--- config.mk ---
export PLATFORM = sky130hd
export DESIGN_NAME = ifm_chunk_pingpong_ctrl
export DESIGN_NICKNAME = d
export VERILOG_FILES = /design/src/rtl/npu_ifm_pkg.sv /design/src/rtl/ifm_chunk_pingpong_ctrl.sv
export SDC_FILE = /design/constraint.sdc
export NUM_CORES = 1
export LEC_CHECK = 0
export ABC_AREA = 1
export CORE_AREA = 2 2 236 238
export CTS_BUF_LIST = sky130_fd_sc_hd__clkbuf_8 sky130_fd_sc_hd__clkbuf_16
export DETAILED_ROUTE_END_ITERATION = 10
export DIE_AREA = 0 0 238 240
export PLACE_DENSITY = 0.38
export SETUP_SLACK_MARGIN = 0.15
export SLEW_MARGIN = 20
export SYNTH_ARGS = -nofsm -noshare
export SYNTH_HDL_FRONTEND = slang
export SYNTH_SLANG_ARGS = --single-unit
--- constraint.sdc ---
create_clock -name clk_i -period 1.4 [get_ports clk_i]
set_input_delay 0.28 -clock clk_i [delete_from_list [all_inputs] [get_ports clk_i]]
set_output_delay 0.28 -clock clk_i [all_outputs]
set_load 0.01 [all_outputs]
--- src/rtl/npu_ifm_pkg.sv ---
// Shared definitions for the IFM chunk ping-pong control path.
`ifndef MEM_SIZE
`define MEM_SIZE 128
`endif
`ifndef BUS_SIZE
`define BUS_SIZE 32
`endif
`ifndef COMPUTE_UNIT_NUM
`define COMPUTE_UNIT_NUM 4
`endif

package npu_ifm_pkg;

  // Read-side FSM: wait for a full buffer, announce it, wait for all units, release it.
  typedef enum logic [1:0] {
    StIdle,
    StStart,
    StRun,
    StRelease
  } rd_state_e;

  // Number of write beats needed to fill one chunk buffer.
  function automatic int unsigned wr_cyc_num(input int unsigned mem_size,
                                             input int unsigned bus_size);
    return mem_size / bus_size;
  endfunction

  // Beat counter width; kept at least one bit wide for degenerate single-beat chunks.
  function automatic int unsigned wr_cnt_width(input int unsigned mem_size,
                                               input int unsigned bus_size);
    int unsigned n;
    n = mem_size / bus_size;
    return (n > 1) ? $clog2(n) : 1;
  endfunction

endpackage

--- src/rtl/ifm_chunk_pingpong_ctrl.sv ---
// Ping-pong controller for two IFM chunk buffers: fills one buffer from the upstream beat
// stream while the compute units consume the other, releasing a buffer once every enabled
// unit has reported its last sparsemap word.
`ifndef MEM_SIZE
`define MEM_SIZE 128
`endif
`ifndef BUS_SIZE
`define BUS_SIZE 32
`endif
`ifndef COMPUTE_UNIT_NUM
`define COMPUTE_UNIT_NUM 4
`endif

module ifm_chunk_pingpong_ctrl
  import npu_ifm_pkg::*;
#(
  parameter int unsigned MEM_SIZE = `MEM_SIZE,
  parameter int unsigned BUS_SIZE = `BUS_SIZE,
  parameter int unsigned CU_NUM   = `COMPUTE_UNIT_NUM,
  localparam int unsigned WrCycNum = wr_cyc_num(MEM_SIZE, BUS_SIZE),
  localparam int unsigned CntW     = wr_cnt_width(MEM_SIZE, BUS_SIZE)
) (
  input  logic                  clk_i,
  input  logic                  rst_i,
  input  logic                  in_valid_i,
  output logic                  in_ready_o,
  input  logic [BUS_SIZE-1:0]   in_sparsemap_i,
  input  logic [BUS_SIZE*8-1:0] in_data_i,
  output logic                  wr_valid_o,
  output logic                  wr_sel_o,
  output logic [CntW-1:0]       wr_count_o,
  output logic [BUS_SIZE-1:0]   wr_sparsemap_o,
  output logic [BUS_SIZE*8-1:0] wr_nonzero_data_o,
  output logic                  chunk_start_o,
  output logic                  rd_sel_o,
  input  logic [CU_NUM-1:0]     cu_en_i,
  input  logic [CU_NUM-1:0]     cu_done_i,
  output logic [1:0]            full_o,
  output logic                  busy_o,
  output logic [15:0]           chunk_cnt_o
);

  logic              wr_ptr_q, wr_ptr_d;
  logic              rd_ptr_q, rd_ptr_d;
  logic [CntW-1:0]   cnt_q, cnt_d;
  logic [1:0]        full_q, full_d;
  logic [1:0]        fill_set, fill_clr;
  logic [CU_NUM-1:0] done_q, done_d;
  logic [15:0]       chunk_cnt_q, chunk_cnt_d;
  rd_state_e         state_q, state_d;
  logic              accept;

  // Write port: handshake and payload pass-through; outputs forced to safe values in reset.
  always_comb begin
    in_ready_o        = rst_i | ~full_q[wr_ptr_q];
    accept            = in_valid_i & ~rst_i & ~full_q[wr_ptr_q];
    wr_valid_o        = accept;
    wr_sel_o          = wr_ptr_q & ~rst_i;
    wr_count_o        = cnt_q;
    wr_sparsemap_o    = in_sparsemap_i;
    wr_nonzero_data_o = in_data_i;
  end

  // Beat counter and write pointer; the last beat of a chunk marks its buffer full.
  always_comb begin
    wr_ptr_d = wr_ptr_q;
    cnt_d    = cnt_q;
    fill_set = 2'b00;
    if (accept) begin
      if (cnt_q == CntW'(WrCycNum - 1)) begin
        cnt_d              = '0;
        wr_ptr_d           = ~wr_ptr_q;
        fill_set[wr_ptr_q] = 1'b1;
      end else begin
        cnt_d = cnt_q + 1'b1;
      end
    end
  end

  // Read FSM next-state: done_mask starts with disabled units pre-set so only enabled ones gate.
  always_comb begin
    state_d     = state_q;
    done_d      = done_q;
    rd_ptr_d    = rd_ptr_q;
    chunk_cnt_d = chunk_cnt_q;
    fill_clr    = 2'b00;
    unique case (state_q)
      StIdle: begin
        if (full_q[rd_ptr_q]) state_d = StStart;
      end
      StStart: begin
        done_d  = ~cu_en_i;
        state_d = StRun;
      end
      StRun: begin
        done_d = done_q | cu_done_i;
        if (&done_d) state_d = StRelease;
      end
      StRelease: begin
        fill_clr[rd_ptr_q] = 1'b1;
        rd_ptr_d           = ~rd_ptr_q;
        chunk_cnt_d        = chunk_cnt_q + 16'd1;
        state_d            = StIdle;
      end
      default: state_d = StIdle;
    endcase
  end

  // Fill and release always hit different buffers, so both can apply in one edge.
  always_comb begin
    full_d = (full_q | fill_set) & ~fill_clr;
  end

  // Read-side outputs.
  always_comb begin
    chunk_start_o = (state_q == StStart) & ~rst_i;
    busy_o        = (state_q != StIdle) & ~rst_i;
    rd_sel_o      = rd_ptr_q & ~rst_i;
    full_o        = full_q;
    chunk_cnt_o   = chunk_cnt_q;
  end

  // State registers with synchronous reset; partial chunks and completion state are dropped.
  always_ff @(posedge clk_i) begin
    if (rst_i) begin
      wr_ptr_q    <= 1'b0;
      rd_ptr_q    <= 1'b0;
      cnt_q       <= '0;
      full_q      <= 2'b00;
      done_q      <= '0;
      state_q     <= StIdle;
      chunk_cnt_q <= 16'd0;
    end else begin
      wr_ptr_q    <= wr_ptr_d;
      rd_ptr_q    <= rd_ptr_d;
      cnt_q       <= cnt_d;
      full_q      <= full_d;
      done_q      <= done_d;
      state_q     <= state_d;
      chunk_cnt_q <= chunk_cnt_d;
    end
  end

endmodule

# After elaboration in Yosys (flattened, before gate mapping)
# Cells that the tools add are included.
# classes
reduce_logical	8
muxes	16
n_addsub	2
div_mod_pow	0
shift	0
multipliers	0
bitwise_logic	16
magnitude_cmp	4
n_eq_ne	6
# op_table
op	n
$add 16x1->16 const B	1
$mux 2	6
$pmux 2 s4	1
$pmux 4 s2	1
$and 1x1->1	6
$eq 2x2->1 const B	3
$mux 1	6
$lt 1x2->1 const B	2
$ne 2x2->1 const B	2
$not 1->1	4
$not 4->4	1
$or 4x4->4	1
$reduce_and 2->1	2
$reduce_and 4->1	1
$reduce_bool 2->1	2
$add 2x1->2 const B	1
$and 2x2->2	1
$demux 1 s1	2
$eq 2x1->1 const B	1
$ge 1x1->1 const B	2
$logic_and 1x1->1	2
$logic_not 2->1	1
$not 2->2	1
$or 2x2->2	1
$or 1x1->1	1
# totals
latch_bits	0
elab_cells	59
register_bits	28
memories	0
inputBits	299
ramBits	0
mem_bits_ro	0

# Longest topological paths before layout
# logic_depth
depth_word	8
depth_mapped	9

# Worst setup path before layout
# OpenSTA, ideal clock, no wires.
# synth_timing
path_type	flip-flop to flip-flop
start	register state_q[1]
end	register chunk_cnt_q[15] (netlist: chunk_cnt_o[15])
path_slack_ns	0.119
arrival_time_ns	1.168
setup_time_ns	0.113
t_required_ns	1.287
path_buffers	1
stages_incl_launch_ff	10
cell_sequence	dfxtp_1 > ha_1 > buf_4 > nand2_2 > nor2_4 > nand2_1 > nor2_4 > nand3_1 > nand2_1 > nor2_1
# synth_between
elab_chain_len	1
# synth_rtl
item	line	rtl
start: declaration	ifm_chunk_pingpong_ctrl.sv:50	rd_state_e state_q, state_d;
start signal: assignment	ifm_chunk_pingpong_ctrl.sv:131	state_q <= StIdle;
start signal: assignment	ifm_chunk_pingpong_ctrl.sv:139	state_q <= state_d;
$eq 2x2->1	ifm_chunk_pingpong_ctrl.sv:87	unique case (state_q)
end signal: assignment	ifm_chunk_pingpong_ctrl.sv:140	chunk_cnt_q <= chunk_cnt_d;
end: declaration	ifm_chunk_pingpong_ctrl.sv:49	logic [15:0] chunk_cnt_q, chunk_cnt_d;
# No other way between the ends.
# A chain may end at the register's enable or synchronous reset.

# Final worst setup path
# layout_timing
start	register wr_ptr_q
end	output port wr_valid_o
# layout_between
elab_chain_len	4
# layout_rtl
item	line	rtl
start: declaration	ifm_chunk_pingpong_ctrl.sv:43	logic wr_ptr_q, wr_ptr_d;
start signal: assignment	ifm_chunk_pingpong_ctrl.sv:134	wr_ptr_q <= wr_ptr_d;
$mux 1 (not written as such) (2 in series)	ifm_chunk_pingpong_ctrl.sv:56	accept = in_valid_i & ~rst_i & ~full_q[wr_ptr_q];
$not 1->1	ifm_chunk_pingpong_ctrl.sv:56	
$and 1x1->1	ifm_chunk_pingpong_ctrl.sv:56	
end: declaration	ifm_chunk_pingpong_ctrl.sv:29	output logic wr_valid_o,
# No other way between the ends. The select of a mux whose other input is x is not followed.

==> impl_results.md <==
* RSZ-0062 raised after global routing: yes
* # IOs at 613
* H-tree depth at 1
* Worst path slowest cell: dfxtp_4
* Number of flops mapped to enable cells by yosys at 0
* Vias in the first global route at 2196
* DR iter-0 viols at 84
* Antenna violations before repair at 0
* Gr usage total at 4.760%
* CTS Buffer Depth at 2
* Max layer used: met4
* Setup CP Type: reg2out
* Syn_nets at 806
* DR WL/cell at 15.13 um
* Fmax achieved at 698.9 MHz
* Final GP Congestion at 0.6643
* Grt ovf at 0
* Core area at 54660 sq um
* Dominant cells by area after synthesis: buf_4 60%, dfxtp_1 15%, nor2_1 4.6%
* Clock sink count at 28
* Setup crit start kind: flip-flop
* Via count at 2098
* CP required at 1120 ps
* Top-count cell post-synth: buf_4
* Final setup fails at 1
* Mapped Cells at 500
* Register area share after synthesis at 15.42%
* Fin. Hold Viols at 0
* Starting Density at 6.649%
* Post-Route WL at 14950 um
* Final Net Count at 591
* Metal2 WL at 7010 um
* Die X at 238 um
* Placed instance area at 2904 sq um
* Diode count at 0
* Power per cell area at 868.6 nW/um^2
* Final ANT Viol Nets at 0
* #FFs+latches synth at 28
* First-pass GRT wire length at 18200 um
* Synth Warn # at 0
* Worst setup margin at -30.86 ps
* P&R area growth vs syn at -7.711%
* CP endpoint kind: primary output
* Fin crit share at 102.2%
* Yosys top cell by area: buf_4
* Mean post-synth cell area at 7.269 sq um
* Synth async-reset ratio at 0%
* Final Util at 6.137%
* Worst slack, placed at -727.7 ps
* Num CTS Buffers at 3
* Synth cell types at 27
* Met3 WL at 3156 um
* Final slew viol count at 0
* Main synth FF type: dfxtp_1
* Finished Cell Area at 3354 sq um
* Pleak at 0.001087 uW
* Worst relative slew slack at 84.19%
* Post-CTS Hold Buffers at 0
* Clk slew on worst S/H paths at 80 ps
* Full die area at 57120 sq um
* Worst Skew at 9.933 ps
* CTS tree: yes
* Synth top cells by count: 289 x buf_4, 45 x nor2_1, 38 x nand2_1, 28 x dfxtp_1, 23 x inv_1
* Largest net degree at the start of global routing at 19
* Outcome: complete, but fails checks
* HPWL after DPL at 12630 um
* Final Critical Period at 1431 ps
* Ratio of cells with drive above 1 in the final layout at 47.89%
* Top-area cell type share of the netlist area at 59.69%
* Drt pass-1 iters at 4
* Rows at 86
* Worst-skew pair later-pin latency at 270 ps
* Met1 Wirelength at 3357 um
* CP max FO at 4
* Worst vdd ir at 0.3654 mV
* Cells along the critical path: nand2_4 -> o21ai_4 -> buf_6 -> nor3_4 -> buf_2
* Cell area after synthesis at 3635 sq um
* CP arrival at 1150 ps
* Min-Delay Path Class: in2reg
* Root Buffer: clkbuf_16
* Slew at the pin closest to its max-slew limit at 237.2 ps
* Failing checks: negative setup slack
* DRC Markers at 0
* IO Port Bufs at 36
* Critical Path Max Stage Delay at 370 ps
* Avg Vias per Cell at 2.123
* Max_cap viols at 0
* Die H at 240 um
[cell families (layout without fill, tap and decap cells)]
group / count (synthesis) / in the layout / synth area share, %
xor gates and xnor gates: 3 / 3 / 0.7230
and+or+nand+nor: 116 / 116 / 14.46
AOI/OAI and AO/OA: 29 / 29 / 4.269
adders and majority gates: 7 / 7 / 2.410
buffers and inverters: 317 / 101 / 62.72
DFF: 28 / 28 / 15.42
[final cells by class]
type | count | area, sq um
Fill cell | 6450 | 51310
Multi-Input combinational cell | 155 | 1071
Tap cell | 704 | 880.8
Timing Repair Buffer | 72 | 611.8
Sequential cell | 28 | 576.8
Inverter | 25 | 108.9
Clock buffer | 3 | 75.07
Clock inverter | 1 | 30.03
[sequential cells by signal (all words and copies together) (netlist names)]
signal       cells
wr_count_o       2
done_q           4
state_q          2
rd_ptr_q         1
full_o           2
wr_ptr_q         1
chunk_cnt_o     16
[per-layer routing]
| layer | vias to the layer above | track usage [%] |
|---|---|---|
| li1 | 818 | - |
| met4 | 0 | 4.830 |
| met2 | 301 | 7.815 |
| met1 | 834 | 3.066 |
| met5 | - | 0 |
| met3 | 145 | 4.191 |
[timing repair]
action / 4_1_cts / 5_1_grt
endpoints found under the hold margin: 0 / 0
endpoints found under the setup margin: 46 / 30
setup buffers: 4 / 5
pin swaps: 12 / 25
gates resized for setup: 107 / 68
[power by group]
part,internal (uW),switching (uW),total [uW]
Clock,572,323,895
Sequential,889,74.4,964
Combinational,525,531,1060
Total,1990,928,2910
[worst paths after layout]
check	from	end	slack, ps	cells after the start
worst min register to register	done_q[3]	done_q[3]	470	2
worst max-delay path	wr_ptr_q	wr_valid_o	-30	5
worst min-delay path	rst_i	done_q[2]	440	3
worst max register to register	state_q[0]	chunk_cnt_o[10]	20	8
[critical path, delay by kind of cell (launching register included)]
kind	cells	cell delay (ps)
buf+inv	2	280
simple gates	2	170
compound gates	1	60
flops	1	370
[placed cells by master (no fill, tap or decap), types with 2 or more instances in the layout]
master           instances
buf_6                   12
inv_2                    3
clkbuf_2                 2
o21ai_2                  6
nand3_1                  7
nor3_4                   2
inv_4                    4
a21oi_2                  4
nand2_1                 35
nor3_1                   2
nor2_1                  32
clkdlybuf4s15_1          3
dfxtp_2                  7
buf_4                   27
clkdlybuf4s15_2          5
dfxtp_1                 19
clkdlybuf4s50_1          9
dlygate4sd2_1            2
o21ai_0                  4
inv_1                   16
nand2_2                  4
a21oi_1                 12
clkbuf_16                3
nor2_4                  11
ha_4                     5
nand3_2                  5
dfxtp_4                  2
nand2_4                  3
nand3_4                  2
nor2_2                   9
buf_2                   11
[through the flow]
stage / cells / power [uW] / hold slack (ps) / TNS, ps
2_1_floorplan: 500 / 2196 / 444.7 / 0
3_3_place_gp: 975 / 1682 / 463.7 / -8887
3_5_place_dp: 975 / 1683 / 463.3 / -8173
4_1_cts: 983 / 2722 / 458.0 / -80.64
5_1_grt: 988 / 3108 / 474.3 / -516.6
6_report: 988 / 2914 / 435.1 / -30.86
(Power assumes the default switching activity.)
